[config.mk]
export PLATFORM = sky130hd
export DESIGN_NAME = led_pwm_driver
export DESIGN_NICKNAME = d
export VERILOG_FILES = /design/src/rtl/led_pwm_driver_pkg.sv /design/src/rtl/led_pwm_driver_tick_divider.sv /design/src/rtl/led_pwm_driver.sv
export SDC_FILE = /design/constraint.sdc
export NUM_CORES = 1
export LEC_CHECK = 0
export BUFFER_PORTS_ARGS = -buffer_cell sky130_fd_sc_hd__buf_2
export CAP_MARGIN = 20
export CORE_UTILIZATION = 49
export DETAILED_ROUTE_END_ITERATION = 12
export PLACE_DENSITY = 0.73
export SLEW_MARGIN = 25
export SYNTH_ARGS = -nofsm -noshare
export SYNTH_HDL_FRONTEND = slang
export SYNTH_SLANG_ARGS = --single-unit
[constraint.sdc]
create_clock -name clk -period 7.7 [get_ports clk]
set_input_delay 1.54 -clock clk [delete_from_list [all_inputs] [get_ports clk]]
set_output_delay 1.54 -clock clk [all_outputs]
set_load 0.05 [all_outputs]
[src/rtl/led_pwm_driver_pkg.sv]
// Shared helpers for the LED PWM driver slice: index-width derivation used on
// the write-port channel select.
package led_pwm_driver_pkg;

  // A one-entry table still needs a one-bit select so the port never collapses.
  function automatic int index_bits(input int n);
    return (n > 1) ? $clog2(n) : 1;
  endfunction

endpackage

[src/rtl/led_pwm_driver_tick_divider.sv]
// Free-running divider: one-clk tick every TICKS cycles. Also serves as the
// sample-rate source for the switch debouncer.
module tick_divider #(
  parameter int TICKS = 1000
) (
  input  logic clk,
  input  logic reset_n,
  output logic tick
);

  logic [31:0] count;

  assign tick = (count == 32'(TICKS - 1));

  // NOTE: state registers use non-blocking (<=) so every flop samples the
  // pre-edge values; blocking here would create order-dependent simulation.
  always_ff @(posedge clk or negedge reset_n) begin
    if (!reset_n) begin
      count <= '0;
    end else if (tick) begin
      count <= '0;
    end else begin
      count <= count + 32'd1;
    end
  end

endmodule

[src/rtl/led_pwm_driver.sv]
// Multi-channel PWM driver: duty writes land in per-channel shadow registers
// and become active only at a period boundary, so pulses are never truncated.
module led_pwm_driver
  import led_pwm_driver_pkg::*;
#(
  parameter  int WIDTH          = 2,
  parameter  int DUTY_BITS      = 8,
  parameter  int TICKS_PER_STEP = 1000,
  localparam int CH_BITS        = index_bits(WIDTH)
) (
  input  logic                 clk,
  input  logic                 reset_n,
  input  logic                 wr_valid,
  output logic                 wr_ready,
  input  logic [CH_BITS-1:0]   wr_channel,
  input  logic [DUTY_BITS-1:0] wr_duty,
  output logic [WIDTH-1:0]     out,
  output logic                 period_start
);

  // Last phase value before the wrap; the period is 2^DUTY_BITS-1 steps so
  // that the all-ones duty means constantly on.
  localparam logic [DUTY_BITS-1:0] PHASE_LAST = DUTY_BITS'((1 << DUTY_BITS) - 2);

  logic                 step_tick;
  logic [DUTY_BITS-1:0] phase;
  logic [DUTY_BITS-1:0] phase_next;
  logic                 wrap;
  logic [WIDTH-1:0]     pending;

  tick_divider #(
    .TICKS (TICKS_PER_STEP)
  ) u_tick_divider (
    .clk     (clk),
    .reset_n (reset_n),
    .tick    (step_tick)
  );

  // NOTE: every always_comb output gets a default before any branch, so no
  // path leaves it unassigned and no latch is inferred.
  always_comb begin
    wrap       = 1'b0;
    phase_next = phase;
    if (step_tick) begin
      wrap       = (phase == PHASE_LAST);
      phase_next = wrap ? '0 : phase + DUTY_BITS'(1);
    end
  end

  always_ff @(posedge clk or negedge reset_n) begin
    if (!reset_n) begin
      phase        <= '0;
      period_start <= 1'b0;
    end else begin
      phase        <= phase_next;
      period_start <= wrap;
    end
  end

  // Out-of-range channels match no entry and therefore always see ready.
  always_comb begin
    wr_ready = 1'b1;
    for (int i = 0; i < WIDTH; i++) begin
      if (wr_channel == CH_BITS'(i)) begin
        wr_ready = ~pending[i];
      end
    end
  end

  for (genvar g = 0; g < WIDTH; g++) begin : g_chan
    logic [DUTY_BITS-1:0] shadow_q;
    logic [DUTY_BITS-1:0] active_q;
    logic [DUTY_BITS-1:0] active_next;
    logic                 pending_q;
    logic                 accept;
    logic                 commit;
    logic                 out_q;

    // accept needs !pending_q and commit needs pending_q, so a write landing
    // on the boundary edge waits for the following boundary.
    assign accept      = wr_valid && (wr_channel == CH_BITS'(g)) && !pending_q;
    assign commit      = wrap && pending_q;
    assign active_next = commit ? shadow_q : active_q;

    // NOTE: the per-channel duty registers are reset as well, because a
    // reset must discard pending writes and force every output low at once.
    always_ff @(posedge clk or negedge reset_n) begin
      if (!reset_n) begin
        shadow_q  <= '0;
        active_q  <= '0;
        pending_q <= 1'b0;
        out_q     <= 1'b0;
      end else begin
        if (commit) begin
          active_q  <= shadow_q;
          pending_q <= 1'b0;
        end else if (accept) begin
          shadow_q  <= wr_duty;
          pending_q <= 1'b1;
        end
        // Compare against post-edge phase/duty so out never lags a step.
        if (step_tick) begin
          out_q <= (phase_next < active_next);
        end
      end
    end

    assign pending[g] = pending_q;
    assign out[g]     = out_q;
  end

endmodule

==> results.sh, run 1 <==
export IMPL_min_delay_start="u_tick_divider.count[31]"
export IMPL_final_period_utilization=0.479
export IMPL_maxCapViolCount=0
export IMPL_ys_seq_elements=77
export IMPL_vias=2615
export IMPL_clockBufferDepth=2
export IMPL_synth_edf_count=0
export IMPL_layout_drive_gt1_share=0.198
export IMPL_io_pins=16
export IMPL_cts_sinks=77
export IMPL_drt_iter0_markers=63
export IMPL_maxSlewViolCount=0
export IMPL_cts_root_buf="clkbuf_8"
export IMPL_slew_headroom=0.395
export IMPL_synthesis_nets=370
export IMPL_async_reset_ff_frac=1.00
export IMPL_cts_reportedPaths_clkPinSlew_ns=0.08
export IMPL_min_path_type="reg -> reg"
export IMPL_insertion_delay_ns=0.35
export IMPL_antennaDiodeCount=0
export IMPL_post_route_cell_area_sq_um=4300
export IMPL_p_leak_nw=2.07
export IMPL_p_per_area_nw_per_um2=159
export IMPL_grt_max_degree=78
export IMPL_dr_pass1_iters=4
export IMPL_hold_slack_ns=0.477
export IMPL_grt_pass1_vias=2644
export IMPL_arrival_ns=3.96
export IMPL_dp_cells=451
export IMPL_rr_worst_depth=10
export IMPL_fin_crit_ns=3.69
export IMPL_worst_setup_path_end_kind="flip-flop"
export IMPL_yosysWarnings=0
export IMPL_final_util=0.551
export IMPL_status="finished clean"
export IMPL_cts_tree="yes"
export IMPL_clock_skew_ns=0.0153
export IMPL_regToRegEndpoint="g_chan[1].out_q"
export IMPL_nets=389
export IMPL_vias_per_cell=5.61
export IMPL_wl_per_cell_microns=15.8
export IMPL_cp_required_ns=7.97
export IMPL_yosysUniqueCellTypes=45
export IMPL_gp_congestion=0.848
export IMPL_gr_total_overflow=0
export IMPL_instances_no_fill=466
export IMPL_criticalPathCategory="reg -> reg"
export IMPL_syn_inst=341
export IMPL_area_delta_synth_final_pct=8.18
export IMPL_synth_seq_area_share=0.485
export IMPL_final_fill_count=640
export IMPL_startpoint="u_tick_divider.count[23]"
export IMPL_worstMarginPinSlew_ns=0.903
export IMPL_initial_core_util=0.509
export IMPL_place_area_sq_um=4130
export IMPL_drc=0
export IMPL_cts_buffers=9
export IMPL_placementRows=32
export IMPL_r2r_start="u_tick_divider.count[23]"
export IMPL_vdd_drop_max_mv=0.114
export IMPL_hold_viol_final=0
export IMPL_grt_pass1_wl_microns=12600
export IMPL_die_area_sq_um=8480
export IMPL_wl_microns=7350
export IMPL_r2r_setup_slack_ns=4.01
export IMPL_post_cts_repair_setup_buffers=0
export IMPL_grt_use_total=0.193
export IMPL_htreeDepth=3
export IMPL_crit_fanout=14
export IMPL_antenna_found_initial=0
export IMPL_core_area_sq_um=7810
export IMPL_port_buffers=15
export IMPL_min_delay_path_depth=1
export IMPL_ctsResizeCount=0
export IMPL_rsz0062_at_grt="false"
export IMPL_hpwl_microns=5210
export IMPL_finalSetupViolCount=0
export IMPL_syn_area_per_cell_sq_um=11.7
export IMPL_startpoint_type="flip-flop"
export IMPL_syn_area_sq_um=3980
export IMPL_hold_end="u_tick_divider.count[31]"
export IMPL_fp_dieW_microns=92.1
export IMPL_setup_tns_ns=0
export IMPL_fmax_mhz=271
export IMPL_synthFlopType="dfrtp_1"
export IMPL_die_h_microns=92.1
export IMPL_ant_nets=0
export IMPL_ctsHoldBuffers=0
cell usage after synthesis (3+ instances only):
master | instances | area [sq um]
a2111oi_0 | 3 | 26.3
and2_1 | 5 | 31.3
and3_1 | 6 | 37.5
and4_1 | 8 | 70.1
clkbuf_1 | 3 | 11.3
dfrtp_1 | 77 | 1930
ha_1 | 17 | 213
inv_1 | 7 | 26.3
mux2_2 | 23 | 259
mux2_4 | 6 | 90.1
mux2i_1 | 15 | 150
nand2_1 | 21 | 78.8
nand2b_1 | 3 | 18.8
nand3_1 | 18 | 90.1
nand4_1 | 9 | 56.3
nor2_1 | 20 | 75.1
nor3_1 | 3 | 15.0
nor4_1 | 4 | 25.0
o21a_1 | 4 | 30.0
o21ai_0 | 21 | 105
o31ai_1 | 3 | 22.5
or2_2 | 3 | 18.8
xnor2_1 | 15 | 131
xor2_1 | 15 | 131
critical path, cell delays in order, from the launching register on:
cell	delay, ns
dfrtp_1	0.43
nor4_1	0.39
nand4_1	0.34
or2_0	0.55
o31ai_1	0.60
ha_1	0.34
o21ai_0	0.14
nand2b_1	0.07
a2111oi_0	0.45
a211oi_1	0.14
o21ai_0	0.17
cell type report:
class	instances	area (sq um)	share of cell area
Multi-Input combinational cell	250	1970	0.459
Sequential cell	77	1930	0.448
Tap cell	102	128	0.0297
Clock buffer	9	124	0.0288
Timing Repair Buffer	15	81.3	0.0189
Clock inverter	6	41.3	0.00960
Inverter	7	26.3	0.00611
report_power, final:
part | leakage [nW] | internal (mW) | switching, mW | total (mW)
clock | 0.0888 | 0.115 | 0.150 | 0.265
combinational | 0.941 | 0.00376 | 0.00930 | 0.0131
sequential | 1.04 | 0.406 | 0.00107 | 0.407
cell families after synthesis:
family                     count (synthesis)  synth area share
AOI/OAI and AO/OA                         41            0.0658
and+or+nand+nor                          118             0.186
adders and majority gates                 17            0.0535
muxes                                     44             0.126
xor gates and xnor gates                  30            0.0661
DFF                                       77             0.485
buffers and inverters                     14            0.0189
how the worst max path moves through the flow:
stage	endpoint	slack, ns	cells past startpoint
global placement	wr_ready	4.07	3
floorplan	wr_ready	3.77	1
global route	g_chan[1].out_q	3.76	11
CTS	wr_ready	4.03	3
detailed placement	wr_ready	4.03	3
finish	g_chan[1].out_q	4.01	10
metrics by stage:
step	setup slack, ns	total power [mW]
after floorplan	3.77	0.416
after global placement	4.07	0.428
after detailed placement	4.03	0.429
after CTS	4.03	0.695
after global routing	3.76	0.713
final	4.01	0.685
layer usage:
metal	up-vias	global-route usage	wire, microns
met2	49	0.297	3380
met5	-	0	0
met4	0	0.0742	86
met1	1275	0.259	3610
met3	6	0.0531	275
li1	1285	-	-
state kept, by name (all words and copies together) (netlist names):
name                  count
u_tick_divider.count     32
phase                     8
period_start              1
g_chan.shadow_q          16
g_chan.active_q          16
g_chan.out_q              2
g_chan.pending_q          2
cell usage in the layout, fill, tap and decap left out, drive strengths merged, types with 4 or more instances in the layout:
cell type  count
and2           5
and3           6
and4           8
buf           15
clkbuf         9
clkinv         6
dfrtp         77
ha            17
inv            7
mux2          29
mux2i         15
nand2         21
nand3         20
nand4         10
nor2          20
nor3           5
nor4           7
o21a           4
o21ai         21
or2            4
xnor2         15
xor2          15
Power figures use the tool's default switching activity.
==> run 2: changes to the inputs <==
--- a/config.mk
+++ b/config.mk
@@ -5,6 +5,7 @@
 export SDC_FILE = /design/constraint.sdc
 export NUM_CORES = 1
 export LEC_CHECK = 0
+export ABC_AREA = 1
 export BUFFER_PORTS_ARGS = -buffer_cell sky130_fd_sc_hd__buf_2
 export CAP_MARGIN = 20
 export CORE_UTILIZATION = 49
==> constraint.sdc (replaced) <==
create_clock -name clk -period 3.6 [get_ports clk]
set_input_delay 0.72 -clock clk [delete_from_list [all_inputs] [get_ports clk]]
set_output_delay 0.72 -clock clk [all_outputs]
set_load 0.05 [all_outputs]
==> results.sh, run 2 <==
export IMPL_ctsResizeCount=0
export IMPL_cts_tree="yes"
export IMPL_vias_per_cell=4.84
export IMPL_startpoint_type="flip-flop"
export IMPL_placementRows=33
export IMPL_yosysUniqueCellTypes=41
export IMPL_ctsHoldBuffers=0
export IMPL_syn_area_per_cell_sq_um=8.42
export IMPL_netlist_top_cells_count="nand2_1, dfrtp_1, inv_1"
export IMPL_layout_drive_gt1_share=0.184
export IMPL_grt_pass1_wl_microns=13600
export IMPL_wl_microns=7790
export IMPL_cts_sinks=77
export IMPL_worst_setup_path_end_kind="flip-flop"
export IMPL_worstMarginPinSlew_ns=0.692
export IMPL_drt_iter0_markers=155
export IMPL_place_area_sq_um=4430
export IMPL_fp_dieW_microns=95.3
export IMPL_arrival_ns=3.24
export IMPL_nets=556
export IMPL_ys_seq_elements=77
export IMPL_layout_common_cells="nand2_1, inv_1, dfrtp_1"
export IMPL_setup_tns_ns=0
export IMPL_top_register="u_tick_divider.count"
export IMPL_reg_largest_list="u_tick_divider.count x32, g_chan.active_q x16, g_chan.shadow_q x16"
export IMPL_grt_pass1_vias=2932
export IMPL_post_place_ws_ns=0.667
export IMPL_post_route_cell_area_sq_um=4680
export IMPL_dr_pass1_iters=4
export IMPL_synth_area_leader_cell="dfrtp_1"
export IMPL_final_period_utilization=0.817
export IMPL_post_cts_repair_setup_buffers=0
export IMPL_synthesis_nets=536
export IMPL_final_common_cell="nand2_1"
export IMPL_vias=3082
export IMPL_grt_use_total=0.199
export IMPL_r2r_start="u_tick_divider.count[0]"
export IMPL_regToRegEndpoint="g_chan[0].out_q"
export IMPL_finalSetupViolCount=0
export IMPL_gr_total_overflow=0
export IMPL_cts_buffers=9
export IMPL_ant_nets=0
export IMPL_core_area_sq_um=8340
export IMPL_insertion_delay_ns=0.36
export IMPL_async_reset_ff_frac=1.00
export IMPL_htreeDepth=3
export IMPL_gp_congestion=0.779
export IMPL_cts_root_buf="clkbuf_8"
export IMPL_seqCellArea_sq_um=1930
export IMPL_fin_crit_ns=2.94
export IMPL_crit_fanout=14
export IMPL_synth_edf_count=0
export IMPL_maxSlewViolCount=0
export IMPL_final_fill_count=744
export IMPL_hpwl_microns=5770
export IMPL_yosysWarnings=0
export IMPL_io_pins=16
export IMPL_syn_inst=507
export IMPL_fmax_mhz=340
export IMPL_area_delta_synth_final_pct=9.70
export IMPL_multi_input_comb_area_sq_um=1940
export IMPL_fin_ws_ns=0.659
export IMPL_antennaDiodeCount=0
export IMPL_rsz0062_at_grt="false"
export IMPL_hold_viol_final=0
export IMPL_largest_reg_flops=32
export IMPL_hold_slack_ns=0.360
export IMPL_min_path_type="in -> async"
export IMPL_yosysTopAreaCellShare=0.451
export IMPL_clock_skew_ns=0.0147
export IMPL_synth_seq_area_share=0.451
export IMPL_synthMostInstantiatedCell="nand2_1"
export IMPL_criticalPathCategory="reg -> reg"
export IMPL_vdd_drop_max_mv=0.221
export IMPL_cp_required_ns=3.90
export IMPL_maxCapViolCount=0
export IMPL_initial_core_util=0.512
export IMPL_p_leak_nw=2.61
export IMPL_r2r_setup_slack_ns=0.66
export IMPL_p_per_area_nw_per_um2=364
export IMPL_die_area_sq_um=9090
export IMPL_port_buffers=15
export IMPL_drc=0
export IMPL_synth_area_leaders="dfrtp_1, nand2_1, inv_1, ha_1, nor2_1"
export IMPL_status="finished clean"
export IMPL_antenna_found_initial=0
export IMPL_syn_area_sq_um=4270
export IMPL_grt_max_degree=78
export IMPL_rr_worst_depth=19
export IMPL_cts_reportedPaths_clkPinSlew_ns=0.09
export IMPL_die_h_microns=95.3
export IMPL_synthFlopType="dfrtp_1"
export IMPL_clockBufferDepth=2
export IMPL_wl_per_cell_microns=12.2
export IMPL_slew_headroom=0.539
## run 2: per-layer routing
layer / track usage / vias up / routed length [microns]
met5: 0 / - / 0
met4: 0.0833 / 0 / 142
met3: 0.0351 / 11 / 209
met2: 0.286 / 34 / 3210
met1: 0.295 / 1420 / 4240
li1: - / 1617 / -
## run 2: logic make-up (layout without fill, tap and decap cells)
family,Yosys count,in the layout,share of synthesized area
adders and majority gates,17,17,0.0498
DFF,77,77,0.451
and+or+nand+nor,255,255,0.312
xor gates and xnor gates,20,20,0.0410
AOI/OAI and AO/OA,38,38,0.0513
buffers and inverters,100,125,0.0944
## run 2: per-stage QoR
stage                     utilization  power [mW]  cells
after global placement          0.532       0.916    621
after CTS                       0.561        1.72    637
after global routing            0.562        1.76    637
after floorplan                     -       0.891    507
final                           0.562        1.70    637
after detailed placement        0.532       0.916    621
## run 2: worst max path at each step
stage                            startpoint         endpoint
detailed placement  u_tick_divider.count[0]  g_chan[0].out_q
global route        u_tick_divider.count[0]  g_chan[0].out_q
finish              u_tick_divider.count[0]  g_chan[0].out_q
floorplan           u_tick_divider.count[0]  g_chan[0].out_q
CTS                 u_tick_divider.count[0]  g_chan[0].out_q
global placement    u_tick_divider.count[0]  g_chan[0].out_q
## run 2: layout make-up
class                           instances  share of cell area
Clock buffer                           10              0.0273
Clock inverter                          6              0.0254
Tap cell                              105              0.0281
Inverter                               94              0.0764
Timing Repair Buffer                   15              0.0174
Multi-Input combinational cell        330               0.414
Sequential cell                        77               0.411
## run 2: power breakdown
part           total [mW]  switching (mW)  internal [mW]  leakage, nW
registers           0.870         0.00224          0.868         1.05
logic              0.0280          0.0211        0.00691         1.44
clock network       0.806           0.337          0.469        0.123
## run 2: critical path, stage by stage (launching register included)
cell and delay, ns:
dfrtp_1 0.38, ha_1 0.18, nand2_1 0.08, inv_2 0.08
nand2_1 0.07, nor2_2 0.12, nand2_2 0.08, inv_2 0.07
nand2_4 0.14, nor3_4 0.21, nand2_2 0.11, nor2_4 0.10
a21oi_1 0.08, nor3_2 0.25, ha_1 0.29, nand2_1 0.09
nor2_1 0.05, a2111oi_0 0.35, nand2_1 0.10, nand2_1 0.06
==> run 3: changes to the inputs <==
--- a/config.mk
+++ b/config.mk
@@ -10,7 +10,7 @@
 export CAP_MARGIN = 20
 export CORE_UTILIZATION = 49
 export DETAILED_ROUTE_END_ITERATION = 12
-export PLACE_DENSITY = 0.73
+export PLACE_DENSITY = 0.75
 export SLEW_MARGIN = 25
 export SYNTH_ARGS = -nofsm -noshare
 export SYNTH_HDL_FRONTEND = slang
==> constraint.sdc (replaced) <==
create_clock -name clk -period 2.6 [get_ports clk]
set_input_delay 0.52 -clock clk [delete_from_list [all_inputs] [get_ports clk]]
set_output_delay 0.52 -clock clk [all_outputs]
set_load 0.05 [all_outputs]
==> results.sh, run 3 (same netlist as run 2, synthesis figures left out) <==
export IMPL_grt_use_total=0.211
export IMPL_gr_total_overflow=0
export IMPL_cp_required_ns=2.85
export IMPL_fmax_mhz=368
export IMPL_ctsHoldBuffers=0
export IMPL_clockBufferDepth=2
export IMPL_initial_core_util=0.512
export IMPL_placementRows=33
export IMPL_r2r_setup_slack_ns=-0.12
export IMPL_vdd_drop_max_mv=0.335
export IMPL_layout_common_cells="nand2_1, dfrtp_1, inv_1"
export IMPL_status="finished, violations left"
export IMPL_ant_nets=0
export IMPL_port_buffers=15
export IMPL_grt_pass1_wl_microns=14800
export IMPL_clock_skew_ns=0.00972
export IMPL_hpwl_microns=6230
export IMPL_cts_buffers=9
export IMPL_arrival_ns=2.97
export IMPL_core_area_sq_um=8340
export IMPL_final_common_cell="nand2_1"
export IMPL_vias_per_cell=4.90
export IMPL_insertion_delay_ns=0.36
export IMPL_drt_iter0_markers=113
export IMPL_hold_slack_ns=0.161
export IMPL_drc=0
export IMPL_top_register="u_tick_divider.count"
export IMPL_grt_max_degree=46
export IMPL_criticalPathCategory="reg -> reg"
export IMPL_hold_viol_final=0
export IMPL_final_fill_count=718
export IMPL_fin_ws_ns=-0.118
export IMPL_io_pins=16
export IMPL_maxSlewViolCount=0
export IMPL_maxCapViolCount=0
export IMPL_die_h_microns=95.3
export IMPL_antenna_found_initial=0
export IMPL_nets=600
export IMPL_dr_pass1_iters=5
export IMPL_vias=3339
export IMPL_finalSetupViolCount=2
export IMPL_die_area_sq_um=9090
export IMPL_cts_reportedPaths_clkPinSlew_ns=0.09
export IMPL_worstMarginPinSlew_ns=0.601
export IMPL_startpoint_type="flip-flop"
export IMPL_reg_largest_list="u_tick_divider.count x32, g_chan.active_q x16, g_chan.shadow_q x16"
export IMPL_min_path_type="in -> async"
export IMPL_antennaDiodeCount=0
export IMPL_worst_setup_path_end_kind="flip-flop"
export IMPL_p_leak_nw=2.82
export IMPL_htreeDepth=3
export IMPL_wl_per_cell_microns=12.5
export IMPL_grt_pass1_vias=3254
export IMPL_rsz0062_at_grt="true"
export IMPL_crit_fanout=4
export IMPL_gp_congestion=0.831
export IMPL_fin_crit_ns=2.72
export IMPL_failed_checks="setup timing"
export IMPL_fp_dieW_microns=95.3
export IMPL_p_per_area_nw_per_um2=434
export IMPL_slew_headroom=0.599
export IMPL_setup_tns_ns=-0.217
export IMPL_cts_root_buf="clkbuf_8"
export IMPL_post_place_ws_ns=-0.171
export IMPL_cts_tree="yes"
export IMPL_layout_drive_gt1_share=0.271
export IMPL_wl_microns=8510
export IMPL_final_period_utilization=1.05
export IMPL_largest_reg_flops=32
export IMPL_cts_sinks=77
export IMPL_area_delta_synth_final_pct=18.4
## run 3: worst paths after layout
path                                          from                  endpoint  cells past startpoint
hold / removal                             reset_n  u_tick_divider.count[12]                      1
hold reg to reg              g_chan[1].active_q[1]     g_chan[1].active_q[1]                      2
max in group asynchronous                  reset_n     g_chan[1].active_q[7]                      2
setup / recovery           u_tick_divider.count[0]           g_chan[1].out_q                     23
min in group clk                        wr_duty[3]     g_chan[1].shadow_q[3]                      3
setup reg to reg           u_tick_divider.count[0]           g_chan[1].out_q                     23
## run 3: routing by layer
layer	GRT usage	wire length (microns)
met1	0.294	4190
met2	0.331	3910
met3	0.0335	246
met4	0.0821	161
met5	0	0
## run 3: worst max-delay path, stage by stage (launching register included)
cell and delay (ns):
dfrtp_1 0.37, ha_2 0.20, nand2_2 0.06, inv_2 0.06
nand2_2 0.06, nor2_4 0.12, nand2_2 0.07, inv_2 0.07
nand2_4 0.07, nor3_4 0.14, nand2_2 0.09, nor2_2 0.10
nand3_1 0.08, nand2_1 0.06, o21bai_1 0.10, inv_1 0.10
ha_1 0.30, nand2_2 0.06, buf_4 0.13, buf_4 0.12
nor2_1 0.09, nand2_1 0.07, nand2_1 0.06, nand2_1 0.04
## run 3: cell type report
type | count | area (sq um) | area share
clock inverter | 7 | 81.3 | 0.0161
clock buffer | 9 | 124 | 0.0245
timing repair buffer | 59 | 424 | 0.0839
multi-input combinational | 330 | 2010 | 0.397
sequential | 77 | 1930 | 0.381
tap | 105 | 131 | 0.0260
inverter | 94 | 358 | 0.0708
## run 3: repair_timing
action / CTS / global route
endpoints found under the setup margin: 2 / 2
setup buffers: 3 / 5
gates resized for setup: 8 / 10
pin swaps: 17 / 19
## run 3: metrics by stage
stage / std cells / cell area, sq um / utilization / power, mW
after floorplan: 507 / 4270 / - / 1.23
after global placement: 657 / 4720 / 0.565 / 1.27
after detailed placement: 657 / 4720 / 0.565 / 1.27
after CTS: 676 / 4970 / 0.596 / 2.21
after global routing: 681 / 5050 / 0.606 / 2.26
final: 681 / 5050 / 0.606 / 2.19
## run 3: where the power goes
part	internal [mW]	leakage [nW]	switching, mW
Combinational	0.0121	1.68	0.0305
Sequential	1.20	1.05	0.00285
Clock	0.455	0.0940	0.492
Total	1.67	2.82	0.525
